[src/rtl/pooling_output_interface_pkg.sv]
// Shared pooling parameters: scalar width, kernel size, pooled row length and
// block-tag width, plus the counter-width helper used by the collectors.
package pooling_output_interface_pkg;

  localparam int POOL_DATA_WIDTH = 32;
  localparam int POOL_KERNEL_SIZE = 2;
  localparam int POOL_PACK_SIZE = 3;
  localparam int POOL_IDX_WIDTH = 3;

  // Narrowest counter able to hold 0..n-1; never zero bits wide.
  function automatic int cnt_width(input int n);
    return (n > 1) ? $clog2(n) : 1;
  endfunction

endpackage

[src/rtl/pooling_output_interface.sv]
// Serial-to-parallel collector: packs PACK_SIZE pooled scalars into one row
// word (first word in the MSBs) and tags it with the block index of word 0.
module pooling_output_interface
  import pooling_output_interface_pkg::*;
#(
  parameter int DATA_WIDTH = POOL_DATA_WIDTH,
  parameter int PACK_SIZE  = POOL_PACK_SIZE,
  parameter int IDX_WIDTH  = POOL_IDX_WIDTH
) (
  input  logic                            clk,
  input  logic                            rst,
  input  logic                            input_valid,
  output logic                            input_ready,
  input  logic [DATA_WIDTH-1:0]           data_in,
  input  logic [IDX_WIDTH-1:0]            block_idx,
  input  logic                            flush,
  output logic                            output_valid,
  input  logic                            output_ready,
  output logic [PACK_SIZE*DATA_WIDTH-1:0] data_out,
  output logic [IDX_WIDTH-1:0]            block_idx_out
);

  // Handshake: a transfer happens on a clk edge where valid && ready are both
  // high; a producer holds valid and its payload stable until that edge.

  localparam int CNT_W = cnt_width(PACK_SIZE);
  localparam int BUF_N = (PACK_SIZE > 1) ? PACK_SIZE - 1 : 1;
  localparam logic [CNT_W-1:0] LAST = CNT_W'(PACK_SIZE - 1);

  logic [CNT_W-1:0]                word_cnt;
  logic [DATA_WIDTH-1:0]           buf_q [BUF_N];
  logic [IDX_WIDTH-1:0]            tag_q;
  logic                            accept;
  logic                            slot_free;
  logic                            emit;
  logic [PACK_SIZE*DATA_WIDTH-1:0] row;
  logic [IDX_WIDTH-1:0]            row_tag;

  // Only the completing word waits on a blocked output slot.
  assign input_ready = (word_cnt != LAST) || !output_valid || output_ready;
  assign accept      = input_valid && input_ready;
  assign slot_free   = !output_valid || output_ready;
  assign emit        = (accept && (word_cnt == LAST)) ||
                       (flush && slot_free && (accept || (word_cnt != '0)));

  // Row image as it would look if emitted now; slots past the last word are zero.
  always_comb begin
    row     = '0;
    row_tag = tag_q;
    for (int j = 0; j < PACK_SIZE - 1; j++) begin
      if (j < int'(word_cnt))
        row[(PACK_SIZE-1-j)*DATA_WIDTH +: DATA_WIDTH] = buf_q[j];
      else if (accept && (j == int'(word_cnt)))
        row[(PACK_SIZE-1-j)*DATA_WIDTH +: DATA_WIDTH] = data_in;
    end
    if (accept && (word_cnt == LAST))
      row[DATA_WIDTH-1:0] = data_in;
    if (accept && (word_cnt == '0))
      row_tag = block_idx;
  end

  always_ff @(posedge clk or posedge rst) begin
    if (rst) begin
      word_cnt      <= '0;
      tag_q         <= '0;
      output_valid  <= 1'b0;
      data_out      <= '0;
      block_idx_out <= '0;
      for (int j = 0; j < BUF_N; j++) buf_q[j] <= '0;
    end else begin
      if (emit) begin
        word_cnt      <= '0;
        data_out      <= row;
        block_idx_out <= row_tag;
        output_valid  <= 1'b1;
      end else begin
        if (output_ready) output_valid <= 1'b0;
        if (accept) begin
          buf_q[word_cnt] <= data_in;
          word_cnt        <= word_cnt + 1'b1;
          if (word_cnt == '0) tag_q <= block_idx;
        end
      end
    end
  end

`ifdef DEBUG
  shortreal dbg_slot [PACK_SIZE];
  always_comb begin
    for (int j = 0; j < PACK_SIZE; j++)
      dbg_slot[j] = $bitstoshortreal(data_out[(PACK_SIZE-1-j)*DATA_WIDTH +: 32]);
  end
`endif

endmodule

[config.mk]
export PLATFORM = sky130hd
export DESIGN_NAME = pooling_output_interface
export DESIGN_NICKNAME = d
export VERILOG_FILES = /design/src/rtl/pooling_output_interface_pkg.sv /design/src/rtl/pooling_output_interface.sv
export SDC_FILE = /design/constraint.sdc
export NUM_CORES = 1
export LEC_CHECK = 0
export ABC_AREA = 1
export BUFFER_PORTS_ARGS = -buffer_cell sky130_fd_sc_hd__buf_2
export CAP_MARGIN = 40
export CELL_PAD_IN_SITES_DETAIL_PLACEMENT = 2
export CELL_PAD_IN_SITES_GLOBAL_PLACEMENT = 2
export CORE_ASPECT_RATIO = 1.25
export CORE_MARGIN = 4
export CORE_UTILIZATION = 29
export DETAILED_ROUTE_END_ITERATION = 10
export PLACE_DENSITY = 0.85
export SLEW_MARGIN = 5
export SYNTH_ARGS = -nofsm -noshare
export SYNTH_HDL_FRONTEND = slang
export SYNTH_SLANG_ARGS = --single-unit
[constraint.sdc]
create_clock -name clk -period 5.2 [get_ports clk]
set_clock_uncertainty 0.1 [all_clocks]
set_input_delay 0.26 -clock clk [delete_from_list [all_inputs] [get_ports clk]]
set_output_delay 0.26 -clock clk [all_outputs]
set_load 0.02 [all_outputs]
* Yosys cells after proc, flatten, opt, wreduce, memory -nomap -nowiden
Cells that the tools add are included.
Word-level totals: flip-flop bits (word level) 169, input bits 40, output and inout port bits 101, word-level logic and storage cells 51
Cells by class: $add $sub $neg 1, magnitude comparators 4, equality and inequality tests 3, multiplexer cells 13, bitwise logic cells 2, reduce and logical (&&, ||, !) cells 21
Operator list (number):
- 32-bit 2-to-1 mux | 6
- 64-bit bitwise mux | 1
- 32-bit demux with 1-bit select | 1
- 1-bit logical AND | 8
- 2-bit nonzero test | 3
- 1-bit logical OR | 5
- 2-bit zero test | 2
- 1-bit by 2-bit less-than comparator with 1-bit output (first input constant) | 2
- 2-bit 2-to-1 mux | 2
- 3-bit by 2-bit greater-or-equal comparator with 1-bit output (second input constant) | 1
- 3-bit by 1-bit less-than comparator with 1-bit output (second input constant) | 1
- 3-bit 2-to-1 mux | 1
- 2-bit inverter with 3-bit output | 1
- 3-bit AND reduction | 1
- 2-bit by 1-bit adder with 2-bit output (second input constant) | 1
- 2-bit == test (first input constant) | 1
- 2-bit == test (second input constant) | 1
- 1-bit 2-to-1 mux | 2
- 2-bit != test (second input constant) | 1
- 2-bit AND reduction | 1
- 1-bit zero test | 1
- 1-bit inverter | 1

* Depth between registers and ports, before layout
depth in word-level cells 9, gate-level depth with buffers 11, gate-level depth less buffers 9

* Worst setup path after synthesis
OpenSTA, ideal clock, no wires.
path type register -> register, start register word_cnt[1], end register buf_q[32] (netlist name), setup time 0.065 ns, arrival time 1.874 ns, data required time 5.035 ns, slack 3.161 ns, stages on the path, launching flop included 12, path buffers 4, period minus slack after synthesis 2.039 ns, cells stage by stage dfrtp_1 buf_2 buf_1 inv_1 ha_1 buf_4 nand3_1 inv_1 nand2_2 buf_2 nand2_1 nand2_1
On the way: cells in the longest elaborated chain, start to end 9, elaborated cells between the ends (all ways) 19, those cells by class 2 x order compare; 2 x eq/ne; 3 x mux; 2 x bitwise; 10 x reduce/logical
Ends and longest elaborated chain:
- start, declared | line pooling_output_interface.sv:30 | logic [CNT_W-1:0] word_cnt;
- start signal, assigned | line pooling_output_interface.sv:80 | word_cnt <= word_cnt + 1'b1;
- branches (longest 9 deep; another with 3-bit by 2-bit greater-or-equal comparator with 1-bit output)
- end signal, assigned by index | line pooling_output_interface.sv:79 | buf_q[word_cnt] <= data_in;
- end, declared | line pooling_output_interface.sv:31 | logic [DATA_WIDTH-1:0] buf_q [BUF_N];
Parallel ways; which one is timed is not known. A chain may end at the register's enable or synchronous reset.

* Worst setup path after layout
start register word_cnt[0], end register data_out[60]
On the way: cells in the longest elaborated chain, start to end 7, elaborated cells between the ends (all ways) 15, those cells by class 1 x order compare; 3 x eq/ne; 2 x mux; 9 x reduce/logical
Ends and longest elaborated chain:
- 2-bit != test | line pooling_output_interface.sv:40 | assign input_ready = (word_cnt != LAST) || !output_valid || output_ready;
- 1-bit logical OR (2 in a row) | line pooling_output_interface.sv:40
- 1-bit logical AND | line pooling_output_interface.sv:41 | assign accept = input_valid && input_ready;
- 1-bit logical AND or 1-bit logical OR (tied branches) | line pooling_output_interface.sv:53, pooling_output_interface.sv:44
- 32-bit 2-to-1 mux or 1-bit logical AND (tied branches) | line pooling_output_interface.sv:53, pooling_output_interface.sv:44
- 32-bit 2-to-1 mux or 1-bit logical OR (tied branches) | line pooling_output_interface.sv:51, pooling_output_interface.sv:43
- end signal, assigned | line pooling_output_interface.sv:73 | data_out <= row;
- end, declared | line pooling_output_interface.sv:19 | output logic [PACK_SIZE*DATA_WIDTH-1:0] data_out,
Parallel ways exist; a longest one is shown, timed or not.

==> impl_summary.log <==
[metrics] cell taking the most area after synthesis: sky130_fd_sc_hd__dfrtp_1
[metrics] Sequential Power Share: 0.368
[metrics] kind of critical path: flip-flop to flip-flop
[metrics] final routed wirelength across all metal layers: 27.7 mm
[metrics] initial core utilization: 0.294
[metrics] leading cell types in the layout, fill and taps excluded: 574 x sky130_fd_sc_hd__nand2_1, 168 x sky130_fd_sc_hd__dfrtp_1, 140 x sky130_fd_sc_hd__buf_2
[metrics] Period minus WS final: 3.46 ns
[metrics] number of placed I/O pins: 141
[metrics] Min-Delay Path Depth: 4
[metrics] clk sink count: 169
[metrics] Max Root-Sink Buffers: 2
[metrics] mean cell area of the mapped netlist: 7.68 sq um
[metrics] Netlist Area Pre-Place: 7680 sq um
[metrics] Total Neg Setup Slack: 0 ns
[metrics] Hold Vio Cnt, Final: 0
[metrics] count of state elements after synthesis: 169
[metrics] slack of the worst reg-to-reg path: 1.74 ns
[metrics] I/O Buffers: 140
[metrics] clock latency on the worst-skew pair: 0.45 ns
[metrics] CP top delay family: simple AND/OR/NAND/NOR gates
[metrics] Worst path slowest cell: sky130_fd_sc_hd__nand3_2
[metrics] final antenna-violating net count: 0
[metrics] via count of the first global-routing pass: 8295
[metrics] remaining max-slew budget at the tightest pin: 0.422
[metrics] clock tree root driver cell: sky130_fd_sc_hd__clkbuf_16
[metrics] router iterations before antenna repair: 6
[metrics] longest individual stage delay on the worst path: 0.69 ns
[metrics] post-DR wirelength/cell: 18.5 um
[metrics] net switching power figure: 2810 uW
[metrics] core region area: 26100 sq um
[metrics] grt total ovfl: 0
[metrics] maximum clock rate: 289 MHz
[metrics] Detailed Route Iter0 Violations: 226
[metrics] Internal Pwr Total: 3370 uW
[metrics] area of placed instances: 8760 sq um
[metrics] fraction of layout instances using a drive strength above 1: 0.173
[metrics] FF-to-FF path depth: 9
[metrics] leading cell types by total area after synthesis: sky130_fd_sc_hd__dfrtp_1 55%, sky130_fd_sc_hd__nand2_1 28%, sky130_fd_sc_hd__nand4_1 5.5%
[metrics] result of the run: finished, final reports clean
[metrics] Pleak: 0.00554 uW
[metrics] Data required, critical path: 5.47 ns
[metrics] sequential cell area fraction in the yosys report: 0.551
[metrics] worst-case vdd ir drop: 269 uV
[metrics] die outline height: 190 um
[metrics] period utilisation layout: 0.666
[metrics] total CTS buffers: 17
[metrics] NumNets Final: 1186
[metrics] number of antenna violations at the first check in global routing: 0
[metrics] Crit. End Element: flip-flop
[metrics] data arrival at the endpoint of the critical path: 3.73 ns
[metrics] number of warnings printed during yosys synthesis: 0
[metrics] setup repair after global routing missed its margin: no
[metrics] number of non-filler instances in the completed layout: 1496
[metrics] cell count along the critical path: 9
[metrics] overall fraction of global-route tracks in use: 0.195
[metrics] horizontal die dimension: 154 um
[metrics] diode count: 0
[metrics] number of rows in the core area: 66
[metrics] capture endpoint of the worst hold path: output_valid
[metrics] Min Hold Slack: 0.134 ns
[metrics] destination of the worst register-to-register timing path: data_out[60]
[metrics] count of cell types in the netlist: 17
[metrics] cell with the most instances on the worst path: sky130_fd_sc_hd__nand2_1
[metrics] DP Cell Count: 1428
[metrics] Switching Share: 0.455
[metrics] synthesized net count: 1043
[metrics] number of maximum-capacitance constraint violations: 0
[metrics] power per cell area: 637 nW/um^2
[metrics] worst reg2reg startpoint: word_cnt[0]
[metrics] startpoint kind of the worst setup timing path: flip-flop
[metrics] share of total power in combinational logic: 0.427
[metrics] HP Class: input pin to flip-flop
[metrics] total non-filler cell area in the finished layout: 9680 sq um
[metrics] number of max-slew violations in the final report: 0
[metrics] number of remaining DRC errors: 0
[metrics] critical path peak fanout: 35
[metrics] first-pass GRT wire length: 45.6 mm
[metrics] Post-Synthesis Cells: 1000
[metrics] number of post-CTS setup repair buffers: 0
[metrics] Cell Chain, Critical Path: inv_1 > ha_1 > nand3_2 > nand2_2 > nand2_4 > inv_2 > buf_4 > nand2_1 > nand2_1
[metrics] number of failing setup endpoints in the final timing report: 0
[metrics] slew at the pin closest to its max-slew limit: 0.867 ns
[metrics] die area: 29200 sq um
[metrics] clock transition time at the flip-flop clock pins of the worst setup and hold paths: 0.07 ns
[metrics] most common library cell in the layout ignoring fill and taps: sky130_fd_sc_hd__nand2_1
[metrics] total via count in the routed design: 7258
[metrics] clock network power share: 0.205
[metrics] synth-to-layout area growth: 26.1%
[metrics] area share of the largest cell type after synthesis: 0.551
[metrics] CTS tree: built
[metrics] largest net degree at the start of global routing: 72
[metrics] Via density: 4.85
[metrics] hold path startpoint: output_ready
[metrics] detailed-placement wirelength estimate: 17.4 mm
[metrics] RD Place Congestion: 0.709
[metrics] deepest level of the CTS H-tree: 4
[metrics] number of buffers and inverters on the critical path: 3
==> synthesized netlist by cell type <==
library cell	n
sky130_fd_sc_hd__nand3_2	2
sky130_fd_sc_hd__ha_1	3
sky130_fd_sc_hd__nand3_1	6
sky130_fd_sc_hd__dfrtp_1	169
sky130_fd_sc_hd__buf_2	32
sky130_fd_sc_hd__inv_1	41
sky130_fd_sc_hd__clkbuf_1	25
sky130_fd_sc_hd__nor2_2	2
sky130_fd_sc_hd__o21ai_0	24
sky130_fd_sc_hd__nand2_1	575
sky130_fd_sc_hd__o21ai_1	8
sky130_fd_sc_hd__buf_1	3
sky130_fd_sc_hd__nand4_1	67
sky130_fd_sc_hd__nand2_2	4
sky130_fd_sc_hd__buf_4	6
sky130_fd_sc_hd__nor2_1	32
sky130_fd_sc_hd__inv_2	1
==> area by class of cell <==
type	instances	area [sq um]
inverter	42	163
clock inverter	14	125
fill	3074	16400
tap	340	425
timing repair buffer	190	1290
sequential	169	4230
multi-input combinational	723	3010
clock buffer	18	439
==> power by group through the flow <==
stage / Clock, uW / Combinational, uW / Sequential (uW)
final: 1270 / 2630 / 2270
after global routing: 1350 / 2950 / 2350
after CTS: 1300 / 2690 / 2280
after detailed placement: 0 / 2640 / 2290
after global placement: 0 / 2440 / 2260
after floorplan: 0 / 1230 / 2640
==> metal layers <==
metal,vias up,track usage,wire (um)
met2,124,0.361,14600
met5,-,0,0
met3,32,0.0332,811
met4,0,0.0544,499
met1,3720,0.233,11800
li1,3382,-,-
==> stage by stage <==
| stage | setup slack (ns) | power (uW) | utilization |
|---|---|---|---|
| 3_3_place_gp | 1.82 | 4700 | 0.329 |
| 2_1_floorplan | 0.265 | 3870 | - |
| 3_5_place_dp | 1.68 | 4930 | 0.336 |
| 6_report | 1.74 | 6170 | 0.371 |
| 4_1_cts | 1.67 | 6270 | 0.371 |
| 5_1_grt | 1.48 | 6650 | 0.371 |
==> how the worst max path moves through the flow <==
stage / end / start / slack, ns
after floorplan: block_idx_out[0] / rst / 0.26
after global placement: data_out[89] / word_cnt[1] / 1.82
after detailed placement: data_out[36] / word_cnt[0] / 1.68
after CTS: data_out[60] / word_cnt[0] / 1.67
after global routing: data_out[60] / word_cnt[0] / 1.48
final: data_out[60] / word_cnt[0] / 1.74
==> registers in the layout (all words and copies together), names as in the netlist <==
name / flops
word_cnt: 2
buf_q: 64
output_valid: 1
tag_q: 3
block_idx_out: 3
data_out: 96
==> worst register-to-register path: stages, from the launching register on <==
cell	delay, ns
sky130_fd_sc_hd__dfrtp_1	0.41
sky130_fd_sc_hd__inv_1	0.12
sky130_fd_sc_hd__ha_1	0.25
sky130_fd_sc_hd__nand3_2	0.69
sky130_fd_sc_hd__nand2_2	0.49
sky130_fd_sc_hd__nand2_4	0.08
sky130_fd_sc_hd__inv_2	0.51
sky130_fd_sc_hd__buf_4	0.50
sky130_fd_sc_hd__nand2_1	0.15
sky130_fd_sc_hd__nand2_1	0.10
==> cell families after synthesis <==
| kind of cell | Yosys count | synth area share |
|---|---|---|
| simple gates | 688 | 0.363 |
| fa+ha+maj | 3 | 0.00489 |
| buf+inv | 108 | 0.0609 |
| flops | 169 | 0.551 |
| compound gates | 32 | 0.0209 |
==> repair_timing <==
item                                   CTS  global route
hold buffers                            36             0
gates resized for setup                  0             0
endpoints found under the hold margin  108             0
Power figures use the tool's default switching activity.
